$ cat config.mk
export PLATFORM = sky130hd
export DESIGN_NAME = flit_assembler_1_sub
export DESIGN_NICKNAME = d
export VERILOG_FILES = /design/src/rtl/flit_fmt_pkg.sv /design/src/rtl/flit_assembler_1_sub_pkt_out_reg.sv /design/src/rtl/flit_assembler_1_sub.sv
export SDC_FILE = /design/constraint.sdc
export NUM_CORES = 1
export LEC_CHECK = 0
export BUFFER_PORTS_ARGS = -buffer_cell sky130_fd_sc_hd__buf_2
export CORE_UTILIZATION = 30
export CTS_CLUSTER_DIAMETER = 100
export DETAILED_ROUTE_END_ITERATION = 16
export PLACE_DENSITY = 0.51
export RECOVER_POWER = 100
export SLEW_MARGIN = 10
export SYNTH_ARGS = -nofsm -noshare
export SYNTH_HDL_FRONTEND = slang
export SYNTH_HIERARCHICAL = 1
export SYNTH_SLANG_ARGS = --single-unit
$ cat constraint.sdc
create_clock -name clk -period 1.48 [get_ports clk]
set_input_delay 0.37 -clock clk [delete_from_list [all_inputs] [get_ports clk]]
set_output_delay 0.37 -clock clk [all_outputs]
set_load 0.02 [all_outputs]
$ cat src/rtl/flit_fmt_pkg.sv
// Flit field positions and assembler FSM states shared by the flit assembler
// and the depacketizer so both sides agree on packet layout.
package flit_fmt_pkg;

  typedef enum logic {IDLE = 1'b0, HAVE_HEAD = 1'b1} asm_state_e;

  function automatic int valid_bit(input int wf);
    return wf - 1;
  endfunction

  function automatic int head_bit(input int wf);
    return wf - 2;
  endfunction

  function automatic int tail_bit(input int wf);
    return wf - 3;
  endfunction

  function automatic int vc_msb(input int wf);
    return wf - 4;
  endfunction

  function automatic int payload_w(input int wf, input int vcw);
    return wf - 3 - vcw;
  endfunction

endpackage

$ cat src/rtl/flit_assembler_1_sub_pkt_out_reg.sv
// One-entry valid/ready output register (module pkt_out_reg); the producer
// loads only when in_ready is high, so a held packet is never overwritten.
module pkt_out_reg #(
  parameter int W = 36
) (
  input  logic         clk,
  input  logic         rst,
  input  logic         load,
  input  logic [W-1:0] load_data,
  output logic         in_ready,
  output logic [W-1:0] data_out,
  output logic         valid_out,
  input  logic         ready_in
);

  logic [W-1:0] data_q, data_d;
  logic         valid_q, valid_d;

  assign in_ready  = ~valid_q | ready_in;
  assign data_out  = data_q;
  assign valid_out = valid_q;

  always_comb begin
    valid_d = load | (valid_q & ~ready_in);
    data_d  = load ? load_data : data_q;
  end

  always_ff @(posedge clk or posedge rst) begin
    if (rst) begin
      valid_q <= 1'b0;
      data_q  <= '0;
    end else begin
      valid_q <= valid_d;
      data_q  <= data_d;
    end
  end

endmodule

$ cat src/rtl/flit_assembler_1_sub.sv
// Reassembles head+tail flits into one packet word, forwards single-flit
// packets, drops malformed flits. FLIT_ASM_ERRCNT_EN adds a saturating err_cnt_out.
module flit_assembler_1_sub
  import flit_fmt_pkg::*;
#(
  parameter int WIDTH_PKT        = 36,
  parameter int VC_ADDRESS_WIDTH = 1,
  parameter int ADDRESS_WIDTH    = 4
) (
  input  logic                   clk,
  input  logic                   rst,
  input  logic [WIDTH_PKT/2-1:0] flit_in,
  input  logic                   flit_valid_in,
  output logic                   flit_ready_out,
  output logic [WIDTH_PKT-1:0]   data_out,
  output logic                   valid_out,
  input  logic                   ready_in,
  output logic                   err_out
`ifdef FLIT_ASM_ERRCNT_EN
  ,
  output logic [15:0]            err_cnt_out
`endif
);

  localparam int WF  = WIDTH_PKT / 2;
  localparam int VCW = VC_ADDRESS_WIDTH;
  localparam int VB  = valid_bit(WF);
  localparam int HB  = head_bit(WF);
  localparam int TB  = tail_bit(WF);
  localparam int VCM = vc_msb(WF);

  if ((WIDTH_PKT % 2 != 0) || (ADDRESS_WIDTH > payload_w(WF, VCW))) begin : g_cfg_chk
    $error("flit_assembler_1_sub: WIDTH_PKT must be even and hold the header fields");
  end

  asm_state_e     state_q, state_d;
  logic [WF-1:0]  head_q, head_d;
  logic [VCW-1:0] vc_q, vc_d;
  logic           err_q, err_d;
  logic           load, out_free, writes_out, accept;
  logic [WIDTH_PKT-1:0] load_data;

  logic           f_valid, f_head, f_tail;
  logic [VCW-1:0] f_vc;

  assign f_valid = flit_in[VB];
  assign f_head  = flit_in[HB];
  assign f_tail  = flit_in[TB];
  assign f_vc    = flit_in[VCM -: VCW];

  // Only flits that would load the output register can be back-pressured.
  assign writes_out = f_valid & ((f_head & f_tail) |
                      ((state_q == HAVE_HEAD) & ~f_head & f_tail & (f_vc == vc_q)));
  assign flit_ready_out = ~writes_out | out_free;
  assign accept         = flit_valid_in & flit_ready_out;

  always_comb begin
    state_d   = state_q;
    head_d    = head_q;
    vc_d      = vc_q;
    err_d     = 1'b0;
    load      = 1'b0;
    load_data = '0;
    if (accept && f_valid) begin
      if (f_head) begin
        // A new head always supersedes a held one; the held one is an error.
        err_d = (state_q == HAVE_HEAD);
        if (f_tail) begin
          load      = 1'b1;
          load_data = {flit_in, {WF{1'b0}}};
          state_d   = IDLE;
        end else begin
          head_d  = flit_in;
          vc_d    = f_vc;
          state_d = HAVE_HEAD;
        end
      end else if (state_q == HAVE_HEAD && f_tail && f_vc == vc_q) begin
        load      = 1'b1;
        load_data = {head_q, flit_in};
        state_d   = IDLE;
      end else begin
        err_d = 1'b1;
      end
    end
  end

  always_ff @(posedge clk or posedge rst) begin
    if (rst) begin
      state_q <= IDLE;
      head_q  <= '0;
      vc_q    <= '0;
      err_q   <= 1'b0;
    end else begin
      state_q <= state_d;
      head_q  <= head_d;
      vc_q    <= vc_d;
      err_q   <= err_d;
    end
  end

  assign err_out = err_q;

`ifdef FLIT_ASM_ERRCNT_EN
  logic [15:0] err_cnt_q, err_cnt_d;

  always_comb begin
    err_cnt_d = err_cnt_q;
    if (err_d && err_cnt_q != 16'hFFFF) err_cnt_d = err_cnt_q + 16'd1;
  end

  always_ff @(posedge clk or posedge rst) begin
    if (rst) err_cnt_q <= '0;
    else     err_cnt_q <= err_cnt_d;
  end

  assign err_cnt_out = err_cnt_q;
`endif

  pkt_out_reg #(.W(WIDTH_PKT)) u_out (
    .clk       (clk),
    .rst       (rst),
    .load      (load),
    .load_data (load_data),
    .in_ready  (out_free),
    .data_out  (data_out),
    .valid_out (valid_out),
    .ready_in  (ready_in)
  );

endmodule

; ---- Word level (Yosys, flattened, before mapping)
; Cells that the tools add are included.
[totals]
regBits = 57
input_bits = 22
out_inout_bits = 39
wordCells = 43
[op_classes]
eq_ne = 1
muxes = 14
n_bitwise = 16
n_reduce_logical = 6
[ops]
columns = op, count
row1 = 36-bit two-way mux, 4
row2 = 1-bit two-way mux, 10
row3 = 1-bit AND, 7
row4 = 1-bit NOT, 5
row5 = 1-bit OR, 4
row6 = 1-bit logical AND, 3
row7 = 3-bit AND reduction, 1
row8 = 2-bit AND reduction, 1
row9 = 2-bit nonzero test, 1
row10 = 1-bit equality test, 1

; ---- Depth between registers and ports, before layout
; Gate-level depths: netlist of the first run.
[depth]
word_depth = 12
mapped_depth = 7
depth_no_buf = 5

; ---- Hierarchy
; The synthesis of the first run kept the hierarchy.
[modules_own_cells]
columns = module, n_inst, cells_each, area_per_inst_um2, seq_area_each_um2
row1 = pkt_out_reg, 1, 80, 1527.7, 925.9
row2 = flit_assembler_1_sub, 1, 133, 1257.5, 475.5

; ---- Least setup slack after synthesis of the first run
; Ideal clock, no wire load.
[synth_path]
kind = reg-to-reg
from = reg head_q[14] (netlist name)
to = reg u_out.data_q[0] (netlist: u_out/data_out[0])
setup_ps = 125
arrival_ps = 1468
path_slack_ps = -113
stages_incl_launch_ff = 7
period_less_slack_ps = 1593
path_cell_list = dfrtp_1 xnor2_2 a21oi_1 nor2_1 buf_6 buf_12 mux2_4
[synth_rtl]
columns = element, line_no
row1 = "end signal, assigned", flit_assembler_1_sub_pkt_out_reg.sv:34  ; data_q <= data_d;
row2 = "end, declared", flit_assembler_1_sub_pkt_out_reg.sv:16  ; logic [W-1:0] data_q, data_d;

==> flow_summary.json, run 1 <==
{
  "cpMaxStageDelayCell": "sky130_fd_sc_hd__dfrtp_1",
  "post_drt_wl_per_cell_microns": 16.76,
  "peakVddDrop_uv": 394.7,
  "period_utilization_post_route_pct": 123.6,
  "finalWorstPathRequiredPeriod_ps": 1829,
  "synth_flop_cell": "sky130_fd_sc_hd__dfrtp_1",
  "yosys.cell_count.top_type": "sky130_fd_sc_hd__dfrtp_1",
  "avg_vias_per_cell": 4.661,
  "clk-insertion-delay-late_ps": 300,
  "path_cells": "xnor2_2 > a21oi_2 > or3_1 > buf_6",
  "cts.reportedPaths.clkPinSlew_ps": 100,
  "synth_fp_nets": 235,
  "max-clock-path-buffers": 2,
  "yosys-top-cells-count": "sky130_fd_sc_hd__dfrtp_1 (56), sky130_fd_sc_hd__mux2_4 (37), sky130_fd_sc_hd__nand2_1 (19)",
  "required_time_at_the_worst_slack_endpoint_ps": 1110,
  "fin_worst_skew_ps": 8.833,
  "antennaDiodeCount": 0,
  "netlist-cell-type-count": 28,
  "synth.area.top_cells": "sky130_fd_sc_hd__dfrtp_1 (50%), sky130_fd_sc_hd__mux2_4 (20%), sky130_fd_sc_hd__mux2_2 (5.7%)",
  "crit_path_max_fo": 2,
  "synth-async-reset-ratio_pct": 100.0,
  "internal_power_of_the_cells_w": 0.002629,
  "die_height_microns": 98.36,
  "cts_tree": "yes",
  "drv_cap": 0,
  "area.growth.synth_to_final_pct": 28.08,
  "worstSetupStartpointType": "register",
  "numPortBuffers": 60,
  "slew_margin_rel_pct": 25.09,
  "dp_hpwl_microns": 4222,
  "std_cell_rows": 34,
  "core_region_area_sq_mm": 0.008848,
  "routed-via-count": 1883,
  "post-route-worst-setup-slack_ps": -348.6,
  "antenna_violating_nets_post_route": 0,
  "rsz_0062_raised_after_global_routing": "yes",
  "finish.utilization_pct": 40.31,
  "post-synth-top-area-fraction_pct": 50.31,
  "fp.dieW_microns": 98.36,
  "place_congestion": 0.7006,
  "global_route.overflow_total": 0,
  "worstSetupPathType": "reg2out",
  "violations": "design-rule violations, negative setup slack",
  "worst_setup_path_end_kind": "primary output",
  "drt_wl_total_microns": 6771,
  "yosysTopAreaCell": "sky130_fd_sc_hd__dfrtp_1",
  "detailedPlace.worstSlack_ps": -178.8,
  "synth_sequential_area_ratio_pct": 50.31,
  "clockRootBuffer": "sky130_fd_sc_hd__clkbuf_8",
  "drtPass1Iterations": 10,
  "final.fill_count": 874,
  "lkg_pwr_nw": 1.668,
  "timing.hold.worst.class": "in2async",
  "critical_path_arrival_ps": 1460,
  "synth.ff_latch_count": 56,
  "drc_errors": 2,
  "number_of_hold_slack_violations_in_the_final_timing_report": 0,
  "setup.reg_to_reg.worst_slack_ps": -270,
  "final_nets": 317,
  "grt_usage_pct": 14.14,
  "p_sw_share_pct": 25.82,
  "maximum_level_of_the_cts_h_tree": 2,
  "grt_max_degree": 49,
  "io_pins": 61,
  "start_util_pct": 31.48,
  "p_sw_w": 0.0009152,
  "power_density_mw_per_mm2": 993.6,
  "post_synth_instance_area_sq_mm": 0.002785,
  "die_area_sq_mm": 0.009674,
  "finalMaxSlewViolations": 0,
  "status": "finished, violations left",
  "starting_drc_count_in_detailed_routing": 57,
  "max_clock_freq_ghz": 0.5469,
  "cpPeakStageDelay_ps": 440,
  "grt_pass1_vias": 1971,
  "power_frac_seq_pct": 49.8,
  "cts_buffers": 5,
  "first_pass_grt_wire_length_microns": 10610,
  "initial_antenna_violation_count": 0,
  "power.combinational.fraction_pct": 19.7,
  "post_route_cells_drive_above_1_share_pct": 41.55,
  "synth-edff-count": 0,
  "ys.warnings.count": 6,
  "final-setup-viol-count": 53,
  "synthesis.instances": 213,
  "postSynthAreaPerCell_sq_um": 13.08,
  "area_of_the_multi_input_gates_sq_mm": 0.001292,
  "power.clock.fraction_pct": 30.5,
  "max_slew.worst_pin.slew_ps": 1124,
  "numClockSinks": 56,
  "ff_latch_area_sq_mm": 0.001403
}
power groups by stage:
stage	logic (W)	clock network (W)	registers, W
final	0.000699	0.00108	0.00176
after global routing	0.000753	0.00117	0.00178
after CTS	0.000726	0.00112	0.00176
after detailed placement	0.000656	0	0.00179
after global placement	0.000649	0	0.00178
after floorplan	0.000370	0	0.00183
metrics by stage:
step / instances / cell area [sq um] / power, W / hold slack (ps) / setup TNS [ps]
6_report: 404 / 3567 / 0.003544 / 214.6 / -7613
5_1_grt: 404 / 3567 / 0.003707 / 278.7 / -11990
4_1_cts: 404 / 3643 / 0.003606 / 89.63 / -9281
3_5_place_dp: 387 / 3301 / 0.002447 / 423.5 / -5196
3_3_place_gp: 387 / 3301 / 0.002432 / 421.9 / -4199
2_1_floorplan: 213 / 2798 / 0.002205 / 321.1 / -1627
cells in the final DEF, fill, tap and decap left out, types with 2 or more instances in the layout:
cell / netlist / layout
sky130_fd_sc_hd__a21oi_2: 0 / 2
sky130_fd_sc_hd__and3_1: 15 / 13
sky130_fd_sc_hd__and3_4: 0 / 2
sky130_fd_sc_hd__buf_12: 3 / 7
sky130_fd_sc_hd__buf_16: 0 / 2
sky130_fd_sc_hd__buf_2: 5 / 21
sky130_fd_sc_hd__buf_4: 0 / 11
sky130_fd_sc_hd__buf_6: 6 / 3
sky130_fd_sc_hd__clkbuf_1: 0 / 41
sky130_fd_sc_hd__clkbuf_2: 0 / 2
sky130_fd_sc_hd__clkbuf_8: 0 / 7
sky130_fd_sc_hd__dfrtp_1: 56 / 55
sky130_fd_sc_hd__inv_1: 4 / 4
sky130_fd_sc_hd__mux2_2: 14 / 7
sky130_fd_sc_hd__mux2_4: 37 / 44
sky130_fd_sc_hd__nand2_1: 19 / 19
sky130_fd_sc_hd__nand2b_1: 5 / 3
sky130_fd_sc_hd__nand2b_4: 0 / 2
sky130_fd_sc_hd__nand3_1: 14 / 14
sky130_fd_sc_hd__nor2_1: 5 / 4
sky130_fd_sc_hd__o21ai_0: 2 / 2
sky130_fd_sc_hd__o21ai_1: 12 / 12
sky130_fd_sc_hd__o21ai_2: 2 / 2
metal layers:
layer / wire length [microns] / track usage, % / up-vias
met5: 0 / 0 / -
met4: 22 / 2.067 / 0
met3: 254 / 2.434 / 2
met2: 3309 / 24.16 / 46
met1: 3186 / 19.17 / 929
li1: - / - / 906
what timing repair did:
| item | 4_1_cts | 5_1_grt |
|---|---|---|
| resized for setup | 16 | 5 |
| setup endpoints to repair | 37 | 40 |
| hold buffers | 0 | 0 |
| hold endpoints to repair | 0 | 0 |
| pin swaps | 3 | 7 |
| setup buffers | 6 | 1 |
| cloned | 3 | 1 |
worst max-delay path, delay by kind of cell, from the launching register on:
family,cells,cell delay [ps]
AOI/OAI and AO/OA,1,80
and+or+nand+nor,1,320
buffers and inverters,1,140
DFF,1,440
xor gates and xnor gates,1,180
final timing paths:
path,startpoint,to,depth (start not counted)
worst max register to register,head_q[14],u_out/data_out[17],8
min in group clk,flit_in[1],head_q[1],2
worst max-delay path,head_q[14],flit_ready_out,4
max in group asynchronous,rst,state_q,3
worst min register to register,head_q[16],head_q[16],1
worst min-delay path,rst,u_out/data_out[32],3
cell type report:
| type | count | area share, % |
|---|---|---|
| tap | 108 | 3.788 |
| clock buffer | 7 | 2.701 |
| timing repair buffer | 88 | 16.70 |
| inverter | 4 | 0.4209 |
| clock inverter | 1 | 0.8418 |
| sequential | 56 | 39.32 |
| multi-input combinational | 140 | 36.23 |
cells by family after synthesis:
| logic type | share of synthesized area [%] |
|---|---|
| buffers and inverters | 6.019 |
| AND/OR/NAND/NOR | 12.94 |
| AO/OA/AOI/OAI | 4.403 |
| other | 0.1346 |
| flip-flops | 50.31 |
| multiplexers | 25.61 |
| XOR/XNOR | 0.5842 |
flip-flops by register name, summed over array words and instances, names as in the netlist:
name / flops
u_out/valid_out: 1
head_q: 17
u_out/data_out: 36
state_q: 1
err_out: 1
(Power assumes the default switching activity.)
==> run 2: changes to the inputs <==
--- a/config.mk
+++ b/config.mk
@@ -9,10 +9,9 @@
 export CORE_UTILIZATION = 30
 export CTS_CLUSTER_DIAMETER = 100
 export DETAILED_ROUTE_END_ITERATION = 16
-export PLACE_DENSITY = 0.51
-export RECOVER_POWER = 100
+export PLACE_DENSITY = 0.52
+export RECOVER_POWER = 50
 export SLEW_MARGIN = 10
 export SYNTH_ARGS = -nofsm -noshare
 export SYNTH_HDL_FRONTEND = slang
-export SYNTH_HIERARCHICAL = 1
 export SYNTH_SLANG_ARGS = --single-unit
==> run 2 against run 1 <==
  * The run ends with negative setup slack left
  * Non-clock buffer count shrank 1
  * Clock power shrank 14%
  * Critical endpoint unchanged
  * First-iteration DRC count shrank 11%
  * Wire length shrank 17%
  * Critical path type unchanged
  * Sequential share of layout area grew 5.2 points
  * Register-to-register slack gained 130 ps
==> flow_summary.json, run 2 <==
{
  "io_pins": 61,
  "grt_usage_pct": 14.65,
  "drv_cap": 0,
  "antennaDiodeCount": 0,
  "place_congestion": 0.7398,
  "routed-via-count": 1665,
  "initial_antenna_violation_count": 0,
  "lkg_pwr_nw": 1.536,
  "clk-insertion-delay-late_ps": 310,
  "p_sw_share_pct": 30.11,
  "required_time_at_the_worst_slack_endpoint_ps": 1110,
  "timing.hold.worst.class": "in2async",
  "synth.area.top_cells": "sky130_fd_sc_hd__dfrtp_1 (59%), sky130_fd_sc_hd__a22o_1 (11%), sky130_fd_sc_hd__mux2_2 (10%)",
  "finish.utilization_pct": 42.02,
  "largest_reg_flops": 35,
  "finalMaxSlewViolations": 0,
  "netlist-cell-type-count": 29,
  "ys.warnings.count": 0,
  "synth_sequential_area_ratio_pct": 59.11,
  "first_pass_grt_wire_length_microns": 9273,
  "post_route_cells_drive_above_1_share_pct": 53.63,
  "post_synth_instance_area_sq_mm": 0.002328,
  "internal_power_of_the_cells_w": 0.002680,
  "maximum_level_of_the_cts_h_tree": 2,
  "number_of_hold_slack_violations_in_the_final_timing_report": 0,
  "hold_slack_ps": 189.4,
  "die_height_microns": 90.10,
  "cts_buffers": 5,
  "period_utilization_post_route_pct": 122.3,
  "status": "finished, violations left",
  "totalPowerFinal_w": 0.003834,
  "crit_path_max_fo": 2,
  "fin_worst_skew_ps": 5.714,
  "area.growth.synth_to_final_pct": 32.99,
  "critical_path_arrival_ps": 1440,
  "power.combinational.fraction_pct": 26.2,
  "synth-edff-count": 0,
  "max_clock_freq_ghz": 0.5526,
  "p_sw_w": 0.001154,
  "postSynthAreaPerCell_sq_um": 14.11,
  "synth_fp_nets": 187,
  "mostFrequentLayoutCell": "sky130_fd_sc_hd__buf_2",
  "finalWorstPathRequiredPeriod_ps": 1809,
  "final.fill_count": 735,
  "power.clock.fraction_pct": 24.1,
  "numClockSinks": 55,
  "synthesis.instances": 165,
  "max-clock-path-buffers": 2,
  "yosysTopAreaCell": "sky130_fd_sc_hd__dfrtp_1",
  "dp_hpwl_microns": 3788,
  "drtPass1Iterations": 4,
  "synth-async-reset-ratio_pct": 100.0,
  "std_cell_rows": 31,
  "grt_pass1_vias": 1663,
  "cts.reportedPaths.clkPinSlew_ps": 100,
  "worst_setup_path_end_kind": "primary output",
  "worstSetupStartpointType": "register",
  "final-setup-viol-count": 17,
  "cts_tree": "yes",
  "cts_hold_buf": 0,
  "yosys.cell_count.top_type": "sky130_fd_sc_hd__dfrtp_1",
  "numPortBuffers": 59,
  "worstSetupPathType": "reg2out",
  "peakVddDrop_uv": 446.1,
  "die_area_sq_mm": 0.008118,
  "layout_common_cells": "sky130_fd_sc_hd__buf_2 (58), sky130_fd_sc_hd__dfrtp_1 (54), sky130_fd_sc_hd__a22o_1 (29)",
  "start_util_pct": 31.60,
  "slew_margin_rel_pct": 38.75,
  "antenna_violating_nets_post_route": 0,
  "max_slew.worst_pin.slew_ps": 913.7,
  "synth.ff_latch_count": 55,
  "synth_flop_cell": "sky130_fd_sc_hd__dfrtp_1",
  "drc_errors": 0,
  "avg_vias_per_cell": 4.798,
  "post-synth-top-area-fraction_pct": 59.11,
  "post-route-worst-setup-slack_ps": -329.5,
  "rsz_0062_raised_after_global_routing": "yes",
  "fp.dieW_microns": 90.10,
  "detailedPlace.worstSlack_ps": -180.2,
  "power_frac_seq_pct": 49.6,
  "starting_drc_count_in_detailed_routing": 51,
  "yosys-top-cells-count": "sky130_fd_sc_hd__dfrtp_1 (55), sky130_fd_sc_hd__a22o_1 (29), sky130_fd_sc_hd__mux2_2 (21)",
  "post_drt_wl_per_cell_microns": 16.20,
  "power_density_mw_per_mm2": 1238,
  "violations": "negative setup slack",
  "final_nets": 269,
  "drt_wl_total_microns": 5621,
  "grt_max_degree": 20,
  "global_route.overflow_total": 0,
  "clockRootBuffer": "sky130_fd_sc_hd__clkbuf_8",
  "core_region_area_sq_mm": 0.007370
}
run 2: power groups by stage:
stage / clock network (W) / registers (W) / logic (W)
after detailed placement: 0 / 0.00193 / 0.000971
final: 0.000925 / 0.00190 / 0.00101
after global routing: 0.00100 / 0.00194 / 0.00108
after CTS: 0.000949 / 0.00190 / 0.00102
after global placement: 0 / 0.00193 / 0.000955
after floorplan: 0 / 0.00212 / 0.000404
run 2: worst max-delay path, cell delays in order, from the launching register on:
cell	delay [ps]
sky130_fd_sc_hd__dfrtp_1	400
sky130_fd_sc_hd__xnor2_1	140
sky130_fd_sc_hd__and2_4	140
sky130_fd_sc_hd__buf_4	130
sky130_fd_sc_hd__o2111ai_4	180
sky130_fd_sc_hd__buf_6	140
run 2: worst paths after layout:
check                      slack, ps          startpoint                  to  cells after the start
max                             -330          head_q[14]      flit_ready_out                      5
max in group asynchronous        370                 rst  u_out.data_out[18]                      3
min reg2reg                      480  u_out.data_out[33]  u_out.data_out[33]                      1
max reg2reg                     -140          head_q[14]  u_out.data_out[20]                      6
min                              190                 rst  u_out.data_out[28]                      2
min in group clk                 300          flit_in[8]   u_out.data_out[8]                      2
run 2: repair_timing:
action	4_1_cts	5_1_grt
setup buffers	3	0
pin swaps	1	1
cloned	3	0
resized for setup	10	10
endpoints found under the setup margin	15	31
run 2: layout make-up:
class,count,area (sq um),share of cell area (%)
Sequential cell,55,1378,44.48
Clock inverter,1,7.507,0.2424
Inverter,4,16.27,0.5253
Clock buffer,7,96.34,3.111
Tap cell,99,123.9,4.000
Multi-Input combinational cell,94,900.9,29.09
Timing Repair Buffer,87,574.3,18.55
run 2: logic make-up after synthesis:
kind of cell	share of synthesized area (%)
XOR/XNOR	0.3762
buffers and inverters	4.996
other	0.1610
multiplexers	15.31
flip-flops	59.11
AND/OR/NAND/NOR	5.159
AO/OA/AOI/OAI	14.88
run 2: through the flow:
step	std cells	instance area [sq um]	setup TNS [ps]
2_1_floorplan	165	2354	-322.8
3_3_place_gp	334	2909	-2182
3_5_place_dp	334	2909	-2311
4_1_cts	348	3124	-2288
5_1_grt	347	3097	-2836
6_report	347	3097	-2184
run 2: metal layers:
layer | global-route usage, % | routed length, microns | vias to the layer above | share of wire, %
met1 | 20.18 | 2658 | 861 | 47
met3 | 2.876 | 180 | 8 | 3.2
li1 | - | - | 763 | -
met5 | 0 | 0 | - | 0
met2 | 22.77 | 2681 | 33 | 48
met4 | 5.511 | 99 | 0 | 1.8
